**src/rtl/mbinit_sb_tx_arbiter.sv**
```systemverilog
// Sideband TX arbiter for the MBINIT substate modules.
// Grants one requester at a time (round-robin), forwards its message to the
// sideband TX encoder as a one-cycle strobe, tracks sideband busy and closes
// the owner's send with a falling-edge-busy pulse.
module mbinit_sb_tx_arbiter #(
  parameter int N_REQ   = 6,
  parameter int MSG_W   = 4,
  parameter int ID_W    = 3,
  parameter int BUSY_TO = 15
) (
  input  logic                   CLK,
  input  logic                   rst_n,
  input  logic [N_REQ-1:0]       i_req_valid,
  input  logic [N_REQ*MSG_W-1:0] i_req_msg,
  input  logic                   i_sb_busy,
  output logic                   o_sb_valid,
  output logic [MSG_W-1:0]       o_sb_msg,
  output logic [ID_W-1:0]        o_sb_src_id,
  output logic [N_REQ-1:0]       o_grant,
  output logic [N_REQ-1:0]       o_falling_edge_busy,
  output logic                   o_timeout_err
);

  localparam int CNT_W = $clog2(BUSY_TO + 1);
  localparam logic [CNT_W-1:0] BUSY_TO_C = CNT_W'(BUSY_TO);
  localparam logic [ID_W:0]    N_REQ_C   = (ID_W+1)'(N_REQ);
  localparam logic [ID_W-1:0]  LAST_ID   = ID_W'(N_REQ - 1);

  typedef enum logic [2:0] {
    IDLE      = 3'd0,
    ISSUE     = 3'd1,
    WAIT_BUSY = 3'd2,
    WAIT_DONE = 3'd3,
    RELEASE   = 3'd4
  } state_t;

  state_t            state_q, state_d;
  logic [ID_W-1:0]   ptr_q, ptr_d;
  logic [ID_W-1:0]   owner_q, owner_d;
  logic [CNT_W-1:0]  cnt_q, cnt_d;
  logic              drop_q, drop_d;
  logic              busy_q;
  logic              sb_valid_q, sb_valid_d;
  logic [MSG_W-1:0]  sb_msg_q, sb_msg_d;
  logic [ID_W-1:0]   sb_src_id_q, sb_src_id_d;
  logic [N_REQ-1:0]  grant_q, grant_d;
  logic [N_REQ-1:0]  feb_q, feb_d;
  logic              timeout_q, timeout_d;

  logic [MSG_W-1:0]  req_msg_arr [N_REQ];
  logic              win_found;
  logic [ID_W-1:0]   win_idx;
  logic [ID_W:0]     rr_idx;
  logic              owner_vld;
  logic              busy_fall;

  for (genvar k = 0; k < N_REQ; k++) begin : g_msg
    assign req_msg_arr[k] = i_req_msg[k*MSG_W +: MSG_W];
  end

  assign owner_vld = i_req_valid[owner_q];
  assign busy_fall = busy_q & ~i_sb_busy;

  // Round-robin search: first valid requester at or above the pointer, wrapping.
  always_comb begin
    win_found = 1'b0;
    win_idx   = '0;
    rr_idx    = '0;
    for (int i = N_REQ - 1; i >= 0; i--) begin
      rr_idx = {1'b0, ptr_q} + (ID_W+1)'(i);
      if (rr_idx >= N_REQ_C) rr_idx = rr_idx - N_REQ_C;
      if (i_req_valid[rr_idx[ID_W-1:0]]) begin
        win_found = 1'b1;
        win_idx   = rr_idx[ID_W-1:0];
      end
    end
  end

  // Transaction FSM next-state and registered-output computation.
  always_comb begin
    state_d     = state_q;
    ptr_d       = ptr_q;
    owner_d     = owner_q;
    cnt_d       = cnt_q;
    drop_d      = drop_q;
    sb_valid_d  = 1'b0;
    sb_msg_d    = '0;
    sb_src_id_d = '0;
    grant_d     = grant_q;
    feb_d       = '0;
    timeout_d   = 1'b0;
    case (state_q)
      IDLE: begin
        if (win_found && !i_sb_busy) begin
          state_d          = ISSUE;
          owner_d          = win_idx;
          grant_d          = '0;
          grant_d[win_idx] = 1'b1;
          sb_valid_d       = 1'b1;
          sb_msg_d         = req_msg_arr[win_idx];
          sb_src_id_d      = win_idx;
        end
      end
      ISSUE: begin
        state_d = WAIT_BUSY;
        cnt_d   = '0;
        drop_d  = 1'b0;
      end
      WAIT_BUSY: begin
        // Busy rise wins over both abort and timeout in the same cycle.
        if (i_sb_busy) begin
          state_d = WAIT_DONE;
          drop_d  = ~owner_vld;
        end else if (!owner_vld) begin
          state_d = RELEASE;
          grant_d = '0;
        end else if (cnt_q == BUSY_TO_C) begin
          state_d   = RELEASE;
          grant_d   = '0;
          timeout_d = 1'b1;
        end else begin
          cnt_d = cnt_q + 1'b1;
        end
      end
      WAIT_DONE: begin
        // An owner that drops valid here still waits for the fall, but gets no pulse.
        if (!owner_vld) drop_d = 1'b1;
        if (busy_fall) begin
          state_d = RELEASE;
          grant_d = '0;
          if (owner_vld && !drop_q) begin
            feb_d = grant_q;
            ptr_d = (owner_q == LAST_ID) ? '0 : owner_q + 1'b1;
          end
        end
      end
      RELEASE: begin
        state_d = IDLE;
      end
      default: begin
        state_d = IDLE;
        grant_d = '0;
      end
    endcase
  end

  // State, pointer and output registers; reset aborts any transaction silently.
  always_ff @(posedge CLK or negedge rst_n) begin
    if (!rst_n) begin
      state_q     <= IDLE;
      ptr_q       <= '0;
      owner_q     <= '0;
      cnt_q       <= '0;
      drop_q      <= 1'b0;
      busy_q      <= 1'b0;
      sb_valid_q  <= 1'b0;
      sb_msg_q    <= '0;
      sb_src_id_q <= '0;
      grant_q     <= '0;
      feb_q       <= '0;
      timeout_q   <= 1'b0;
    end else begin
      state_q     <= state_d;
      ptr_q       <= ptr_d;
      owner_q     <= owner_d;
      cnt_q       <= cnt_d;
      drop_q      <= drop_d;
      busy_q      <= i_sb_busy;
      sb_valid_q  <= sb_valid_d;
      sb_msg_q    <= sb_msg_d;
      sb_src_id_q <= sb_src_id_d;
      grant_q     <= grant_d;
      feb_q       <= feb_d;
      timeout_q   <= timeout_d;
    end
  end

  assign o_sb_valid          = sb_valid_q;
  assign o_sb_msg            = sb_msg_q;
  assign o_sb_src_id         = sb_src_id_q;
  assign o_grant             = grant_q;
  assign o_falling_edge_busy = feb_q;
  assign o_timeout_err       = timeout_q;

endmodule

```
**config.mk**
```make
export PLATFORM = sky130hd
export DESIGN_NAME = mbinit_sb_tx_arbiter
export DESIGN_NICKNAME = d
export VERILOG_FILES = /design/src/rtl/mbinit_sb_tx_arbiter.sv
export SDC_FILE = /design/constraint.sdc
export NUM_CORES = 1
export LEC_CHECK = 0
export CAP_MARGIN = 40
export CORE_MARGIN = 10
export CORE_UTILIZATION = 45
export DETAILED_ROUTE_END_ITERATION = 8
export DONT_BUFFER_PORTS = 1
export GPL_TIMING_DRIVEN = 0
export PLACE_DENSITY = 0.64
export SYNTH_ARGS = -nofsm -noshare
export SYNTH_HDL_FRONTEND = slang
export SYNTH_SLANG_ARGS = --single-unit
```
**constraint.sdc**
```tcl
create_clock -name CLK -period 4.66 [get_ports CLK]
set_input_delay 0.932 -clock CLK [delete_from_list [all_inputs] [get_ports CLK]]
set_output_delay 0.932 -clock CLK [all_outputs]
set_load 0.02 [all_outputs]
```
# After elaboration in Yosys (flattened, before gate mapping)
# Index checks and enable logic that the tools add are counted.
dict set report op_classes {
  mul 0
  n_shift 0
  n_reduce_logical 15
  bitwise 5
  n_eq_ne 15
  n_lt_le_gt_ge 16
  n_div 0
  n_mux 70
  n_addsub 13
}
# operator count
set ops {}
lappend ops {{$mux W3} 20}
lappend ops {{$mux W6} 8}
lappend ops {{$lt A3 B4 Y1 const B} 8}
lappend ops {{$mux W4} 7}
lappend ops {{$pmux W6 S4} 1}
lappend ops {{$mux W1} 22}
lappend ops {{$bmux W1 S3} 7}
lappend ops {{$ge A4 B3 Y1 const B} 5}
lappend ops {{$sub A3 B3 Y3 const B} 6}
lappend ops {{$ne A2 B2 Y1 const B} 7}
lappend ops {{$bmux W4 S3} 1}
lappend ops {{$pmux W3 S4} 1}
lappend ops {{$reduce_and A3 Y1} 3}
lappend ops {{$add A3 B2 Y4 const B} 2}
lappend ops {{$add A3 B3 Y4 const B} 2}
lappend ops {{$pmux W4 S2} 1}
lappend ops {{$eq A3 B2 Y1 const B} 2}
lappend ops {{$eq A3 B3 Y1 const B} 2}
lappend ops {{$reduce_and A5 Y1} 1}
lappend ops {{$add A3 B1 Y4 const B} 1}
lappend ops {{$add A4 B1 Y4 const B} 1}
lappend ops {{$eq A4 B4 Y1 const B} 1}
lappend ops {{$ge A4 B4 Y1 const B} 1}
lappend ops {{$ne A4 B4 Y1 const B} 1}
lappend ops {{18 further kinds} 23}
dict set report word_totals {
  regBits 36
  output_inout_bits 21
  memories 0
  ram_bits 0
  inputBits 33
  rom_bits 0
  latchBits 0
  word_cells 146
}

# Logic depth before layout (Yosys ltp)
# Gate-level depths: netlist of the first run.
dict set report depth {
  ltp_word 17
  mapped_depth 15
  ltp_nobuf 11
}

# Worst setup path after synthesis of the first run
# Ideal clock, no wire load.
dict set report synth_path {
  path_type {flip-flop to flip-flop}
  startpoint {register ptr_q[0]}
  endpoint {register state_q[0]}
  n_path_buf 3
  period_less_slack_ns 3.316
  setup_time_ns 0.141
  required_ns 4.519
  slack_ns 1.344
  path_stages_with_launch 15
  arrival_time_ns 3.176
  path_cell_list {dfrtp_1 > buf_6 > buf_2 > inv_1 > ha_1 > clkbuf_1 > nand3b_1 > o211ai_1 > a21oi_1 > nor2_1 > or4_1 > a22o_1 > a221o_1 > mux2i_1 > a211oi_1}
}
dict set report synth_via {
  elab_chain_cells 14
  elab_cells_between_ends 44
}
# element line_no
set synth_rtl {}
lappend synth_rtl {{start: declaration} 38} ;# logic [ID_W-1:0] ptr_q, ptr_d;
lappend synth_rtl {{start signal: assignment} 164} ;# ptr_q <= ptr_d;
lappend synth_rtl {{$add A3 B3 Y4} 70} ;# rr_idx = {1'b0, ptr_q} + (ID_W+1)'(i);
lappend synth_rtl {{$ge A4 B3 Y1 / $sub A3 B3 Y3 (equally long branches)} 71} ;# if (rr_idx >= N_REQ_C) rr_idx = rr_idx - N_REQ_C;
lappend synth_rtl {{$mux W3} 71}
lappend synth_rtl {{$bmux W1 S3} 72} ;# if (i_req_valid[rr_idx[ID_W-1:0]]) begin
lappend synth_rtl {{$mux W1 (not written as such)} 72}
lappend synth_rtl {{$mux W1 (5 in series)} 72}
lappend synth_rtl {{$mux W1 (*)} 72}
lappend synth_rtl {{$logic_and A1 B1 Y1 (*)} 94} ;# if (win_found && !i_sb_busy) begin
lappend synth_rtl {{$ne A2 B2 Y1 (no line) (*)} n/a}
lappend synth_rtl {{$reduce_and A3 Y1 (no line) (*)} n/a}
lappend synth_rtl {{end signal: assignment} 163} ;# state_q <= state_d;
lappend synth_rtl {{end: declaration} 37} ;# state_t state_q, state_d;
# Every way passes the cells marked *; elsewhere a longest branch is shown, timed or not. The select of a mux whose other input is x is not followed.
# A chain may end at the register's enable or synchronous reset.

# Worst setup path after layout of the first run
# Same ends and word-level chain as after synthesis.

==> results.sh, run 1 <==
export IMPL_status="finished, final reports clean"
export IMPL_cts_repair_resized=0
export IMPL_required_ns=4.81
export IMPL_drc=0
export IMPL_yosysSeqAreaShare_pct=33.6
export IMPL_tightest_slew_ns=0.630
export IMPL_p_total_w=0.00262
export IMPL_grt_pass1_wl_um=11100
export IMPL_drtPass1Iterations=4
export IMPL_synth_cells=295
export IMPL_htree_levels=2
export IMPL_cts_made_buffers=5
export IMPL_endpoint_kind="register"
export IMPL_post_drt_wl_per_cell_um=17.8
export IMPL_grt_usage_pct=13.7
export IMPL_hpwl_um=5200
export IMPL_fp_dieW_um=97.2
export IMPL_final_cell_area_sq_um=2880
export IMPL_ctsRootBufferMaster="clkbuf_8"
export IMPL_clkTransAtPathRegs_ns=0.08
export IMPL_worstSetupStartpointType="register"
export IMPL_grt_max_degree=37
export IMPL_via_count=2223
export IMPL_p_int_w=0.00134
export IMPL_gp_congestion=0.865
export IMPL_overflow=0
export IMPL_synth_seq_cells=36
export IMPL_grt_pass1_vias=2199
export IMPL_pre_cts_ws_ns=0.699
export IMPL_place_area_sq_um=2770
export IMPL_rsz0062_at_grt="false"
export IMPL_async_flop_share_pct=100
export IMPL_layout_drive_gt1_share_pct=11.6
export IMPL_dieArea_sq_um=9440
export IMPL_leakagePower_nw=1.33
export IMPL_portBuffers=0
export IMPL_switchingPower_w=0.00129
export IMPL_hold_buffers=0
export IMPL_post_cts_buffers=0
export IMPL_synth_fp_nets=337
export IMPL_drv_slew=0
export IMPL_fmax_mhz=247
export IMPL_clock_latency_ns=0.29
export IMPL_drtIter0Drc=175
export IMPL_ir_drop_v=0.000678
export IMPL_cp_data_arrival_time_ns=4.20
export IMPL_synth_area_sq_um=2680
export IMPL_yosys_area_top_type_share_pct=33.6
export IMPL_ioPinCount=54
export IMPL_ys_warn_count=0
export IMPL_synth_most_common_cell="dfrtp_1"
export IMPL_routed_wl_um=6750
export IMPL_clock_path_buffers=2
export IMPL_cts_sinks=36
export IMPL_yosys_top_cells_count="36 x dfrtp_1, 22 x a21oi_1, 22 x nor2_1"
export IMPL_path_max_fanout=10
export IMPL_cellPowerDensity_nw_per_um2=909
export IMPL_fin_crit_sh_pct=86.8
export IMPL_antenna_found_initial=0
export IMPL_num_rows=28
export IMPL_ant_nets=0
export IMPL_antenna_cells=0
export IMPL_post_route_util_pct=49.3
export IMPL_synth_avg_cell_area_sq_um=9.08
export IMPL_synth_area_leaders="dfrtp_1 34%, mux2i_1 7.1%, ha_1 4.2%"
export IMPL_syn_to_final_growth_pct=7.66
export IMPL_final_nets=344
export IMPL_hold_path_class="input port to asynchronous set/reset pin"
export IMPL_yosysUniqueCellTypes=57
export IMPL_seqPwrFrac_pct=19.7
export IMPL_setup_tns_ns=0
export IMPL_nFillCells=543
export IMPL_slew_headroom_pct=57.5
export IMPL_synth_edff_count=0
export IMPL_fin_skew_ns=0.00387
export IMPL_die_y_um=97.2
export IMPL_crit_type="register to register"
export IMPL_cap_viol_max_count=0
export IMPL_p_sw_share_pct=49.0
export IMPL_viasPerCell=5.88
export IMPL_setup_viol=0
export IMPL_min_period_ns=4.05
export IMPL_pwr_share_clk_pct=10.5
export IMPL_coreArea_sq_um=5850
export IMPL_yosys_area_top_type="dfrtp_1"
export IMPL_p_comb_share_pct=69.8
export IMPL_start_util_pct=45.8
export IMPL_hold_viol_final=0
export IMPL_tritoncts="done"
export IMPL_synth_flop_cell="dfrtp_1"
export IMPL_fin_ws_ns=0.613
flip-flops by register name (all words and copies together) (netlist names):
name,count
o_falling_edge_busy,6
o_grant,6
cnt_q,4
o_sb_msg,4
o_sb_src_id,3
owner_q,3
ptr_q,3
state_q,3
busy_q,1
drop_q,1
o_sb_valid,1
o_timeout_err,1
worst max-delay path, cell delays in order, from the launching register on:
cell      delay, ns
dfrtp_1        0.45
buf_6          0.19
buf_2          0.24
inv_1          0.12
ha_1           0.32
clkbuf_1       0.37
nand3b_1       0.17
o211ai_1       0.09
a21oi_1        0.41
nor2_1         0.11
or4_1          0.61
a22o_1         0.22
a221o_1        0.39
mux2i_1        0.15
a211oi_1       0.07
final cells by class:
| type | instances | area, sq um | share of cell area, % |
|---|---|---|---|
| sequential | 36 | 901 | 31.2 |
| buffer | 14 | 80.1 | 2.78 |
| clock buffer | 5 | 68.8 | 2.39 |
| tap | 75 | 93.8 | 3.25 |
| multi-input combinational | 232 | 1650 | 57.2 |
| inverter | 13 | 48.8 | 1.69 |
| clock inverter | 3 | 42.5 | 1.48 |
kinds of logic after synthesis:
group	Yosys count	share of synthesized area, %
and+or+nand+nor	101	19.8
AOI/OAI and AO/OA	85	22.0
DFF	36	33.6
muxes	32	13.9
buffers and inverters	27	4.81
adders and majority gates	9	4.20
xor gates and xnor gates	5	1.64
power by group through the flow:
| stage | combinational [W] | sequential [W] | clock (W) |
|---|---|---|---|
| after CTS | 0.00183 | 0.000519 | 0.000277 |
| after global routing | 0.00203 | 0.000532 | 0.000294 |
| after floorplan | 0.00150 | 0.000492 | 0 |
| after global placement | 0.00180 | 0.000521 | 0 |
| after detailed placement | 0.00182 | 0.000522 | 0 |
| final | 0.00183 | 0.000517 | 0.000275 |
cell usage in the layout (no fill, tap or decap), types with 3 or more instances in the layout:
| cell | synthesis | layout |
|---|---|---|
| a21o_1 | 11 | 11 |
| a21oi_1 | 22 | 22 |
| a22o_1 | 7 | 7 |
| a31oi_1 | 5 | 5 |
| and2_1 | 9 | 9 |
| buf_2 | 4 | 4 |
| buf_6 | 3 | 3 |
| clkbuf_1 | 6 | 6 |
| clkbuf_8 | 0 | 5 |
| dfrtp_1 | 36 | 36 |
| ha_1 | 9 | 9 |
| inv_1 | 12 | 12 |
| mux2_2 | 4 | 4 |
| mux2_4 | 6 | 6 |
| mux2i_1 | 19 | 19 |
| nand2_1 | 20 | 20 |
| nand3_1 | 9 | 9 |
| nand3b_1 | 3 | 3 |
| nor2_1 | 22 | 22 |
| nor2b_1 | 7 | 7 |
| nor3_1 | 8 | 8 |
| nor4_1 | 4 | 4 |
| o211ai_1 | 8 | 8 |
| o21ai_0 | 12 | 12 |
| o22ai_1 | 3 | 3 |
| or3_1 | 5 | 5 |
| xnor2_1 | 3 | 3 |
metrics by stage:
step	std cells	hold WS, ns
floorplan	295	0.492
global placement	370	0.524
detailed placement	370	0.545
CTS	378	0.323
global route	378	0.312
finish	378	0.326
routing by layer:
metal  track usage, %  vias up  share of wire (%)
li1                 -     1105                  -
met4             4.20        0               0.87
met5                0        -                  0
met1             16.7     1063                 43
met3             2.42        5                3.2
met2             23.7       50                 53
worst paths after layout:
path                                  endpoint  cells after the start  slack [ns]      from
worst max-delay path                state_q[0]                     14        0.61  ptr_q[0]
worst min-delay path                    busy_q                      0        0.33     rst_n
worst max register to register      state_q[0]                     14        0.61  ptr_q[0]
worst min register to register        cnt_q[3]                      2        0.56  cnt_q[3]
max in group asynchronous       o_sb_src_id[2]                      0        4.25     rst_n
min in group CLK                      cnt_q[3]                      2        0.56  cnt_q[3]
Power figures use the tool's default switching activity.
==> inputs of run 2 (changes only) <==
SLEW_MARGIN = 40   (was not set)
==> results of run 2 <==
The final DEF is identical to that of run 1; final timing and power are the same.
==> inputs of run 3 (changes only) <==
CORE_ASPECT_RATIO = 0.5   (was not set)
CTS_BUF_LIST = sky130_fd_sc_hd__clkbuf_16   (was not set)
==> results.sh, run 3 (synthesized netlist as in run 1, its figures left out) <==
export IMPL_ant_nets=0
export IMPL_clock_latency_ns=0.28
export IMPL_ctsRootBufferMaster="clkbuf_16"
export IMPL_hold_path_class="input port to asynchronous set/reset pin"
export IMPL_portBuffers=0
export IMPL_gp_congestion=0.855
export IMPL_dieArea_sq_um=9630
export IMPL_clkTransAtPathRegs_ns=0.05
export IMPL_routed_wl_um=7030
export IMPL_fin_ws_ns=0.683
export IMPL_cp_top_family="compound AO/OA/AOI/OAI gates"
export IMPL_antenna_found_initial=0
export IMPL_path_max_fanout=10
export IMPL_overflow=0
export IMPL_slowest_delay_ns=0.64
export IMPL_coreArea_sq_um=5610
export IMPL_hold_buffers=0
export IMPL_crit_type="register to register"
export IMPL_pre_cts_ws_ns=0.727
export IMPL_slowest_stage="or4_1"
export IMPL_final_nets=344
export IMPL_worstPathCellList="buf_6, buf_2, inv_1, ha_1, clkbuf_1, nand3b_1, o211ai_1, a21oi_1, nor2_1, or4_1, a22o_1, a221o_1, mux2i_1, a211oi_1"
export IMPL_viasPerCell=6.01
export IMPL_fin_skew_ns=0.00521
export IMPL_layout_drive_gt1_share_pct=11.2
export IMPL_p_sw_share_pct=47.9
export IMPL_grt_pass1_wl_um=11200
export IMPL_grt_pass1_vias=2266
export IMPL_die_y_um=74.6
export IMPL_cts_repair_resized=0
export IMPL_cap_viol_max_count=0
export IMPL_drc=0
export IMPL_required_ns=4.81
export IMPL_ir_drop_v=0.000324
export IMPL_grt_busiest_layer="met2"
export IMPL_grtUsageMet3_pct=2.98
export IMPL_hold_viol_final=0
export IMPL_htree_levels=2
export IMPL_cp_data_arrival_time_ns=4.12
export IMPL_drv_slew=0
export IMPL_post_drt_wl_per_cell_um=18.7
export IMPL_setup_viol=0
export IMPL_ioPinCount=54
export IMPL_seqPwrFrac_pct=18.7
export IMPL_cellPowerDensity_nw_per_um2=936
export IMPL_tritoncts="done"
export IMPL_endpoint_kind="register"
export IMPL_p_comb_share_pct=67.7
export IMPL_cts_made_buffers=5
export IMPL_met1_usage_pct=16.1
export IMPL_worstSetupStartpointType="register"
export IMPL_status="finished, final reports clean"
export IMPL_pwr_share_clk_pct=13.6
export IMPL_fin_crit_sh_pct=85.3
export IMPL_drtIter0Drc=184
export IMPL_met2_usage_pct=26.7
export IMPL_clock_path_buffers=2
export IMPL_hpwl_um=5390
export IMPL_critPathBufInv=4
export IMPL_setup_tns_ns=0
export IMPL_grt_usage_pct=14.5
export IMPL_slew_headroom_pct=57.2
export IMPL_post_cts_buffers=0
export IMPL_rsz0062_at_grt="false"
export IMPL_fmax_mhz=251
export IMPL_via_count=2260
export IMPL_drtPass1Iterations=4
export IMPL_p_int_w=0.00143
export IMPL_switchingPower_w=0.00131
export IMPL_reg2reg_slack_ns=0.68
export IMPL_antenna_cells=0
export IMPL_num_rows=19
export IMPL_syn_to_final_growth_pct=9.53
export IMPL_min_period_ns=3.98
export IMPL_mostFrequentLayoutCells="36 x dfrtp_1, 22 x a21oi_1, 22 x nor2_1, 20 x nand2_1, 19 x mux2i_1"
export IMPL_holdWs_ns=0.339
export IMPL_grt_max_degree=37
export IMPL_leakagePower_nw=1.36
export IMPL_tightest_slew_ns=0.637
export IMPL_start_util_pct=47.7
export IMPL_fp_dieW_um=129
export IMPL_final_common_cell="dfrtp_1"
export IMPL_cts_sinks=36
==> run 3: changes by cell type in the layout (fill, tap and decap cells not counted), sizes merged <==
cell	before	now
inv	13	14
clkinvlp	1	0
==> run 3: through the flow <==
stage	cells	power (W)	area (sq um)	utilization (%)
after floorplan	295	0.00199	2680	-
after global routing	376	0.00296	2930	52.3
after CTS	376	0.00275	2930	52.3
after global placement	368	0.00231	2770	49.4
final	376	0.00274	2930	52.3
after detailed placement	368	0.00236	2770	49.4
==> run 3: per-layer routing <==
metal / wire length [um] / share of wire [%]
met1: 2840 / 40
met5: 0 / 0
met3: 383 / 5.4
met2: 3680 / 52
met4: 131 / 1.9
==> run 3: path summary, 6_finish.rpt <==
path / to / cells after the start / startpoint
max: state_q[0] / 14 / ptr_q[0]
min: o_timeout_err / 0 / rst_n
max reg2reg: state_q[0] / 14 / ptr_q[0]
min reg2reg: cnt_q[3] / 2 / cnt_q[3]
max in group asynchronous: o_grant[3] / 0 / rst_n
min in group CLK: cnt_q[3] / 2 / cnt_q[3]
==> run 3: cell type report <==
cell class / count / area [sq um]
buffer: 14 / 80.1
multi-input combinational: 232 / 1650
tap: 73 / 91.3
inverter: 13 / 48.8
fill: 514 / 2680
clock inverter: 3 / 38.8
sequential: 36 / 901
clock buffer: 5 / 125
==> run 3: power groups by stage <==
stage	clock, W	sequential, W	combinational [W]
final	0.000374	0.000513	0.00186
after CTS	0.000378	0.000516	0.00185
after global placement	0	0.000518	0.00179
after floorplan	0	0.000492	0.00150
after detailed placement	0	0.000521	0.00184
after global routing	0.000391	0.000527	0.00205
==> run 3: worst register-to-register path, cell delays in order (launching register included) <==
cell,delay (ns)
dfrtp_1,0.43
buf_6,0.19
buf_2,0.25
inv_1,0.11
ha_1,0.33
clkbuf_1,0.37
nand3b_1,0.17
o211ai_1,0.09
a21oi_1,0.34
nor2_1,0.11
or4_1,0.64
a22o_1,0.23
a221o_1,0.39
mux2i_1,0.15
a211oi_1,0.06
